### src/rtl/mfp_adc_max10_scan_sequencer_pkg.sv
// Shared definitions for the MAX10 ADC scan sequencer: FSM states and the
// channel/data widths of the Altera ADC Avalon-ST command/response ports.
package mfp_adc_max10_scan_sequencer_pkg;

  localparam int ADC_CH_W   = 5;
  localparam int ADC_DATA_W = 12;

  typedef enum logic [1:0] {
    ST_IDLE     = 2'd0,
    ST_CMD      = 2'd1,
    ST_WAIT_RSP = 2'd2,
    ST_DONE     = 2'd3
  } seq_state_t;

endpackage

### src/rtl/mfp_adc_max10_next_channel.sv
// Masked priority encoder: returns the lowest set mask bit above cur_ch,
// or the lowest set bit overall when first is high.
module mfp_adc_max10_next_channel
  import mfp_adc_max10_scan_sequencer_pkg::*;
#(
  parameter int CH_COUNT = 17
) (
  input  logic [CH_COUNT-1:0] mask,
  input  logic [ADC_CH_W-1:0] cur_ch,
  input  logic                first,
  output logic [ADC_CH_W-1:0] next_ch,
  output logic                found
);

  logic [CH_COUNT-1:0] elig;

  generate
    for (genvar gi = 0; gi < CH_COUNT; gi++) begin : g_elig
      assign elig[gi] = mask[gi] & (first | (ADC_CH_W'(gi) > cur_ch));
    end
  endgenerate

  // Scan downwards so the lowest eligible index is the one left standing.
  always_comb begin
    next_ch = '0;
    found   = 1'b0;
    for (int i = CH_COUNT - 1; i >= 0; i--) begin
      if (elig[i]) begin
        next_ch = ADC_CH_W'(i);
        found   = 1'b1;
      end
    end
  end

endmodule

### src/rtl/mfp_adc_max10_scan_sequencer.sv
// Walks the enabled channel list, issuing one Avalon-ST command per channel to
// the MAX10 ADC IP and storing each matching response in the result store.
module mfp_adc_max10_scan_sequencer
  import mfp_adc_max10_scan_sequencer_pkg::*;
#(
  parameter int CH_COUNT = 17,
  parameter int TIMEOUT  = 1023
) (
  input  logic                  CLK,
  input  logic                  RESETn,
  input  logic [CH_COUNT-1:0]   cfg_mask,
  input  logic                  cfg_continuous,
  input  logic                  cfg_trig_en,
  input  logic                  cfg_irq_en,
  input  logic                  sw_start,
  input  logic                  sw_stop,
  input  logic                  irq_clr,
  input  logic                  err_clr,
  input  logic                  ADC_Trigger,
  output logic                  ADC_C_Valid,
  output logic [ADC_CH_W-1:0]   ADC_C_Channel,
  output logic                  ADC_C_SOP,
  output logic                  ADC_C_EOP,
  input  logic                  ADC_C_Ready,
  input  logic                  ADC_R_Valid,
  input  logic [ADC_CH_W-1:0]   ADC_R_Channel,
  input  logic [ADC_DATA_W-1:0] ADC_R_Data,
  output logic                  res_we,
  output logic [ADC_CH_W-1:0]   res_addr,
  output logic [ADC_DATA_W-1:0] res_data,
  output logic                  busy,
  output logic                  done_flag,
  output logic                  err_timeout,
  output logic                  err_channel,
  output logic                  ADC_Interrupt
);

  localparam int TMO_W = $clog2(TIMEOUT + 1);
  localparam logic [TMO_W-1:0] TMO_LAST = TMO_W'(TIMEOUT - 1);
  localparam logic [TMO_W-1:0] TMO_MAX  = TMO_W'(TIMEOUT);

  seq_state_t            state_reg, state_next;
  logic [CH_COUNT-1:0]   scan_mask_reg, scan_mask_next;
  logic [ADC_CH_W-1:0]   cur_ch_reg, cur_ch_next;
  logic [TMO_W-1:0]      tmo_cnt_reg, tmo_cnt_next;
  logic                  trig_q_reg;
  logic                  stop_pend_reg, stop_pend_next;
  logic                  done_flag_reg, done_flag_next;
  logic                  err_timeout_reg, err_timeout_next;
  logic                  err_channel_reg, err_channel_next;
  logic                  res_we_reg, res_we_next;
  logic [ADC_CH_W-1:0]   res_addr_reg, res_addr_next;
  logic [ADC_DATA_W-1:0] res_data_reg, res_data_next;

  logic                  start_evt;
  logic                  stop_req;
  logic                  done_set, tmo_set, chan_set;
  logic                  enc_use_cfg;
  logic [CH_COUNT-1:0]   enc_mask;
  logic [ADC_CH_W-1:0]   enc_ch;
  logic                  enc_found;

  assign start_evt = sw_start | (cfg_trig_en & ADC_Trigger & ~trig_q_reg);
  assign stop_req  = stop_pend_reg | sw_stop;

  // IDLE and DONE pick the first channel of a fresh snapshot; WAIT_RSP advances
  // through the snapshot taken at scan start.
  assign enc_use_cfg = (state_reg == ST_IDLE) || (state_reg == ST_DONE);
  assign enc_mask    = enc_use_cfg ? cfg_mask : scan_mask_reg;

  mfp_adc_max10_next_channel #(
    .CH_COUNT (CH_COUNT)
  ) u_next_channel (
    .mask    (enc_mask),
    .cur_ch  (cur_ch_reg),
    .first   (enc_use_cfg),
    .next_ch (enc_ch),
    .found   (enc_found)
  );

  always_comb begin
    state_next     = state_reg;
    scan_mask_next = scan_mask_reg;
    cur_ch_next    = cur_ch_reg;
    tmo_cnt_next   = tmo_cnt_reg;
    stop_pend_next = stop_req;
    res_we_next    = 1'b0;
    res_addr_next  = res_addr_reg;
    res_data_next  = res_data_reg;
    done_set       = 1'b0;
    tmo_set        = 1'b0;
    chan_set       = 1'b0;

    case (state_reg)
      ST_IDLE: begin
        stop_pend_next = 1'b0;
        if (start_evt && enc_found) begin
          scan_mask_next = cfg_mask;
          cur_ch_next    = enc_ch;
          state_next     = ST_CMD;
        end
      end

      ST_CMD: begin
        if (ADC_C_Ready) begin
          tmo_cnt_next = '0;
          state_next   = ST_WAIT_RSP;
        end
      end

      ST_WAIT_RSP: begin
        if (ADC_R_Valid) begin
          if (ADC_R_Channel == cur_ch_reg) begin
            res_we_next   = 1'b1;
            res_addr_next = cur_ch_reg;
            res_data_next = ADC_R_Data;
          end else begin
            chan_set = 1'b1;
          end
          if (enc_found) begin
            cur_ch_next = enc_ch;
            state_next  = ST_CMD;
          end else begin
            state_next = ST_DONE;
          end
        end else if (tmo_cnt_reg == TMO_LAST) begin
          tmo_set    = 1'b1;
          state_next = ST_IDLE;
        end else if (tmo_cnt_reg != TMO_MAX) begin
          tmo_cnt_next = tmo_cnt_reg + TMO_W'(1);
        end
      end

      ST_DONE: begin
        done_set   = 1'b1;
        state_next = ST_IDLE;
        if (cfg_continuous && !stop_req) begin
          scan_mask_next = cfg_mask;
          if (enc_found) begin
            cur_ch_next = enc_ch;
            state_next  = ST_CMD;
          end
        end
      end

      default: state_next = ST_IDLE;
    endcase

    // Sticky flags: a same-cycle set wins over the clear.
    done_flag_next   = done_set | (done_flag_reg & ~irq_clr);
    err_timeout_next = tmo_set  | (err_timeout_reg & ~err_clr);
    err_channel_next = chan_set | (err_channel_reg & ~err_clr);
  end

  always_ff @(posedge CLK or negedge RESETn) begin
    if (!RESETn) begin
      state_reg       <= ST_IDLE;
      scan_mask_reg   <= '0;
      cur_ch_reg      <= '0;
      tmo_cnt_reg     <= '0;
      trig_q_reg      <= 1'b0;
      stop_pend_reg   <= 1'b0;
      done_flag_reg   <= 1'b0;
      err_timeout_reg <= 1'b0;
      err_channel_reg <= 1'b0;
      res_we_reg      <= 1'b0;
      res_addr_reg    <= '0;
      res_data_reg    <= '0;
    end else begin
      state_reg       <= state_next;
      scan_mask_reg   <= scan_mask_next;
      cur_ch_reg      <= cur_ch_next;
      tmo_cnt_reg     <= tmo_cnt_next;
      trig_q_reg      <= ADC_Trigger;
      stop_pend_reg   <= stop_pend_next;
      done_flag_reg   <= done_flag_next;
      err_timeout_reg <= err_timeout_next;
      err_channel_reg <= err_channel_next;
      res_we_reg      <= res_we_next;
      res_addr_reg    <= res_addr_next;
      res_data_reg    <= res_data_next;
    end
  end

  assign ADC_C_Valid   = (state_reg == ST_CMD);
  assign ADC_C_Channel = ADC_C_Valid ? cur_ch_reg : '0;
  assign ADC_C_SOP     = ADC_C_Valid;
  assign ADC_C_EOP     = ADC_C_Valid;
  assign res_we        = res_we_reg;
  assign res_addr      = res_addr_reg;
  assign res_data      = res_data_reg;
  assign busy          = (state_reg != ST_IDLE);
  assign done_flag     = done_flag_reg;
  assign err_timeout   = err_timeout_reg;
  assign err_channel   = err_channel_reg;
  assign ADC_Interrupt = done_flag_reg & cfg_irq_en;

endmodule

### config.mk
export PLATFORM = sky130hd
export DESIGN_NAME = mfp_adc_max10_scan_sequencer
export DESIGN_NICKNAME = d
export VERILOG_FILES = /design/src/rtl/mfp_adc_max10_scan_sequencer_pkg.sv /design/src/rtl/mfp_adc_max10_next_channel.sv /design/src/rtl/mfp_adc_max10_scan_sequencer.sv
export SDC_FILE = /design/constraint.sdc
export NUM_CORES = 1
export LEC_CHECK = 0
export CELL_PAD_IN_SITES_DETAIL_PLACEMENT = 0
export CELL_PAD_IN_SITES_GLOBAL_PLACEMENT = 1
export CORE_MARGIN = 2
export CORE_UTILIZATION = 41
export CTS_BUF_LIST = sky130_fd_sc_hd__clkbuf_4 sky130_fd_sc_hd__clkbuf_8 sky130_fd_sc_hd__clkbuf_16
export CTS_CLUSTER_SIZE = 8
export DETAILED_ROUTE_END_ITERATION = 12
export GPL_ROUTABILITY_DRIVEN = 1
export PLACE_DENSITY = 0.87
export SYNTH_ARGS = -nofsm -noshare
export SYNTH_HDL_FRONTEND = slang
export SYNTH_SLANG_ARGS = --single-unit
### constraint.sdc
create_clock -name CLK -period 9.21 [get_ports CLK]
set_clock_uncertainty 0.2 [all_clocks]
set_input_delay 2.3025 -clock CLK [delete_from_list [all_inputs] [get_ports CLK]]
set_output_delay 2.3025 -clock CLK [all_outputs]
set_load 0.05 [all_outputs]
=== Word-level counts from Yosys, hierarchy flattened ===
Cells that the tools add are included.

* Input bits: 46
* Flip-flop bits (word level): 57
* Logic and storage cells: 174

* $add $sub $neg: 1
* Magnitude comparators: 17
* Equality and inequality tests: 14
* Multiplexer cells: 68
* Reduce and logical (&&, ||, !) cells: 14
* Bitwise logic cells: 48

{| class="wikitable"
|+ Operators by type and width
! operator !! count
|-
| two-way mux 5 bit || 22
|-
| two-way mux 17 bit || 3
|-
| greater-than comparator 4 x 5 -> 1 bit, first input constant || 8
|-
| two-way mux 10 bit || 4
|-
| case mux 17 bit (2 select lines) || 1
|-
| two-way mux 1 bit || 30
|-
| bitwise AND 1 bit || 23
|-
| OR 1 bit || 22
|-
| greater-than comparator 3 x 5 -> 1 bit, first input constant || 4
|-
| case mux 10 bit (2 select lines) || 1
|-
| case mux 5 bit (3 select lines) || 1
|-
| adder 10 x 1 -> 10 bit, second input constant || 1
|-
| equality test 10 bit, second input constant || 1
|-
| greater-than comparator 1 x 5 -> 1 bit, first input constant || 2
|-
| greater-than comparator 2 x 5 -> 1 bit, first input constant || 2
|-
| two-way mux 2 bit || 5
|-
| != test 10 bit, second input constant || 1
|-
| AND reduction 3 bit || 3
|-
| != test 2 bit, second input constant || 4
|-
| case mux 2 bit (4 select lines) || 1
|-
| != test 2 x 1 -> 1 bit, second input constant || 3
|-
| nonzero test 2 bit || 3
|-
| equality test 5 bit || 1
|-
| greater-than comparator 5 bit, first input constant || 1
|-
| other kinds (11) || 15
|}

=== Depth between registers and ports, before layout ===
* Word-level depth: 24
* Mapped depth: 12

=== By module ===
A second synthesis with hierarchy kept.

* Cell total of the unflattened synthesis: 323
* Area, all modules: 3550.9 um^2

{| class="wikitable"
|+ By module, submodules not included
! module !! cells each !! area each (um^2) !! seq. area each (um^2) !! times used
|-
| mfp_adc_max10_scan_sequencer || 237 || 2945.3 || 1426.4 || 1
|-
| mfp_adc_max10_next_channel || 86 || 605.6 || 0.0 || 1
|}

=== Least setup slack after synthesis ===
OpenSTA, ideal clock, no wires.

* Path kind: input to output
* From: input port cfg_irq_en
* To: output port ADC_Interrupt
* Slack: 3.998 ns
* Stages: 1
* Buffers on the path: 0
* Data arrival time: 2.709 ns
* Data required time: 6.707 ns
* Cell sequence: and2_1

* Cells in the longest elaborated chain, start to end: 1

{| class="wikitable"
|+ RTL lines
! what !! RTL line !! source
|-
| from (decl) || mfp_adc_max10_scan_sequencer.sv:14 || <nowiki>input logic cfg_irq_en,</nowiki>
|-
| bitwise AND 1 bit || mfp_adc_max10_scan_sequencer.sv:196 || <nowiki>assign ADC_Interrupt = done_flag_reg & cfg_irq_en;</nowiki>
|-
| to (decl) || mfp_adc_max10_scan_sequencer.sv:35 || <nowiki>output logic ADC_Interrupt</nowiki>
|}

No other way between the ends.

=== Final worst setup path ===
Ends and elaborated chain as after synthesis.

==> results_dict.tcl <==
set metrics [dict create \
    cts_made_buffers 5 \
    ys_types 60 \
    reg2reg_to "scan_mask_reg[14]" \
    fp.dieArea_um2 8835 \
    post_cts_resized 0 \
    crit_path_start_kind "primary input" \
    syn_inst 330 \
    final_common_cell "clkdlybuf4s50_1" \
    crit_path_frequent_cell "clkdlybuf4s50_1" \
    ios 77 \
    ir_worst_vdd_uv 167.7 \
    port_buffers 76 \
    synth_top_area_share 0.4220 \
    layout_common_cells "75 x clkdlybuf4s50_1, 56 x dfrtp_1, 27 x nand2_1" \
    root_buffer "clkbuf_8" \
    fp.dieW_um 94.00 \
    avgSynthCellArea_um2 10.06 \
    core_area_um2 7767 \
    status "finished clean" \
    ys_seq_area_frac 0.4220 \
    ys_top_cells_by_area "dfrtp_1 42%, mux2_2 8.5%, mux2_4 4.1%" \
    grt_pass1_wl_um 13500 \
    start_util 0.4275 \
    drive_gt1_frac 0.1291 \
    synth-warning-count 0 \
    largest_reg_flops 16 \
    grt_pass1_vias 2685 \
    wl_um 7978 \
    final_util 0.5420 \
    initialDrtViolationCount 121 \
    hp-start "stop_pend_reg" \
    timing.rr.start "state_reg[0]" \
    slew_headroom 0.2464 \
    setup.worst_path.end_class "primary output" \
    slew_violations 0 \
    drc_errors 0 \
    final_cells 497 \
    synth_top_area_cell "dfrtp_1" \
    path_cells "clkdlybuf4s50_1 > and2_1 > clkdlybuf4s50_1" \
    setup_viol 0 \
    grt_remaining_overflow 0 \
    p_leak_nw 1.798 \
    clk_pin_slew_ns 0.11 \
    cp_slowest_stage_delay_ns 0.79 \
    wl_per_cell_um 16.05 \
    ys_seq_elements 56 \
    track_usage 0.1913 \
    finalNetCount 447 \
    cts.htree.levels 2 \
    tightest_slew_ns 1.123 \
    antenna_found_initial 0 \
    die_h_um 94.00 \
    grt_max_degree 57 \
    cts_setup_buffers 0 \
    area_growth_pct 26.79 \
    rrSetupSlack_ns 5.00 \
    max_cap_viol_count 0 \
    first_pass_iters 4 \
    worstPathArrival_ns 3.65 \
    max_freq_mhz 162.5 \
    finalHoldViolations 0 \
    cts_tree "yes" \
    dp.cells 489 \
    synth_edf_count 0 \
    period_minus_slack_ns 6.154 \
    vias 2756 \
    placedInstanceArea_um2 4116 \
    r2r_cells 9 \
    postRouteAntennaNets 0 \
    insertion_delay_ns 0.32 \
    tns_ns 0 \
    num_antenna_cells 0 \
    period_share 0.6682 \
    synth-async-reset-ratio 1.000 \
    syn-num-nets 383 \
    synthFlopType "dfrtp_1" \
    whs_path_depth 2 \
    rsz0062_at_grt "no" \
    cts_hold_buf 0 \
    nFillCells 746 \
    drt-vias-per-instance 5.545 \
    cts_sinks 56 \
    dp_hpwl_um 5714 \
    critPathSlowestCell "clkdlybuf4s50_1" \
    hp-class "reg2reg" \
    synthesis.area_um2 3321 \
    power.density_nw_per_um2 345.7 \
    cp.required_ns 6.71 \
    gp_congestion 0.8613 \
    num_rows 32 \
    min_to "stop_pend_reg" \
    cts_buffer_depth 2 \
    crit_type "in2out" \
    path_max_fanout 1 \
    fin_area_um2 4210 \
]
## logic make-up after synthesis
kind of cell,share of synthesized area
AOI/OAI and AO/OA,0.1918
xor gates and xnor gates,0.01319
adders and majority gates,0.02637
buffers and inverters,0.04822
DFF,0.4220
muxes,0.1255
and+or+nand+nor,0.1730
## where the power goes
part / total [mW] / switching (mW) / internal [mW]
clock: 0.146 / 0.0907 / 0.0558
combinational: 0.894 / 0.516 / 0.378
sequential: 0.415 / 0.0880 / 0.327
## critical path: cells and delay by family
family	cells	cell delay, ns
and+or+nand+nor	1	0.11
buffers and inverters	2	1.24
## cells in the mapped netlist, drive strengths merged (8+ instances only)
cell     n
o21ai   20
a22o    10
clkbuf   9
inv     15
nand3   11
nand2   27
mux2    34
dfrtp   56
buf     11
and2     8
nor2    15
## cell type report
cell class | count | area, µm² | area share
clock buffers | 5 | 68.82 | 0.01634
inverters | 15 | 56.30 | 0.01337
well taps | 102 | 127.6 | 0.03031
multi-input cells | 239 | 1768 | 0.4199
flip-flops and latches | 56 | 1401 | 0.3328
clock inverters | 3 | 25.02 | 0.005944
repair buffers | 77 | 763.2 | 0.1813
## metal layers
metal  vias up  GRT usage  share of wire
met5         -          0              0
met2        70     0.3042           0.47
met4         0    0.04469          0.010
met3         6    0.04013          0.054
met1      1341     0.2677           0.46
li1       1339          -              -
## worst max-delay path by stage
stage	startpoint	to	slack, ns	depth (start not counted)
2_1_floorplan	cfg_irq_en	ADC_Interrupt	4.00	1
3_3_place_gp	cfg_irq_en	ADC_Interrupt	3.06	3
3_5_place_dp	cfg_irq_en	ADC_Interrupt	3.06	3
4_1_cts	cfg_irq_en	ADC_Interrupt	3.05	3
5_1_grt	cfg_irq_en	ADC_Interrupt	3.03	3
6_report	cfg_irq_en	ADC_Interrupt	3.06	3
## metrics by stage
step	power, mW	hold slack [ns]	setup WS, ns
after floorplan	1.105	0.2471	3.998
after global placement	1.296	0.2644	3.056
after detailed placement	1.310	0.2676	3.055
after CTS	1.461	0.2929	3.049
after global routing	1.563	0.3276	3.035
final	1.456	0.2858	3.056
Power figures use the tool's default switching activity.
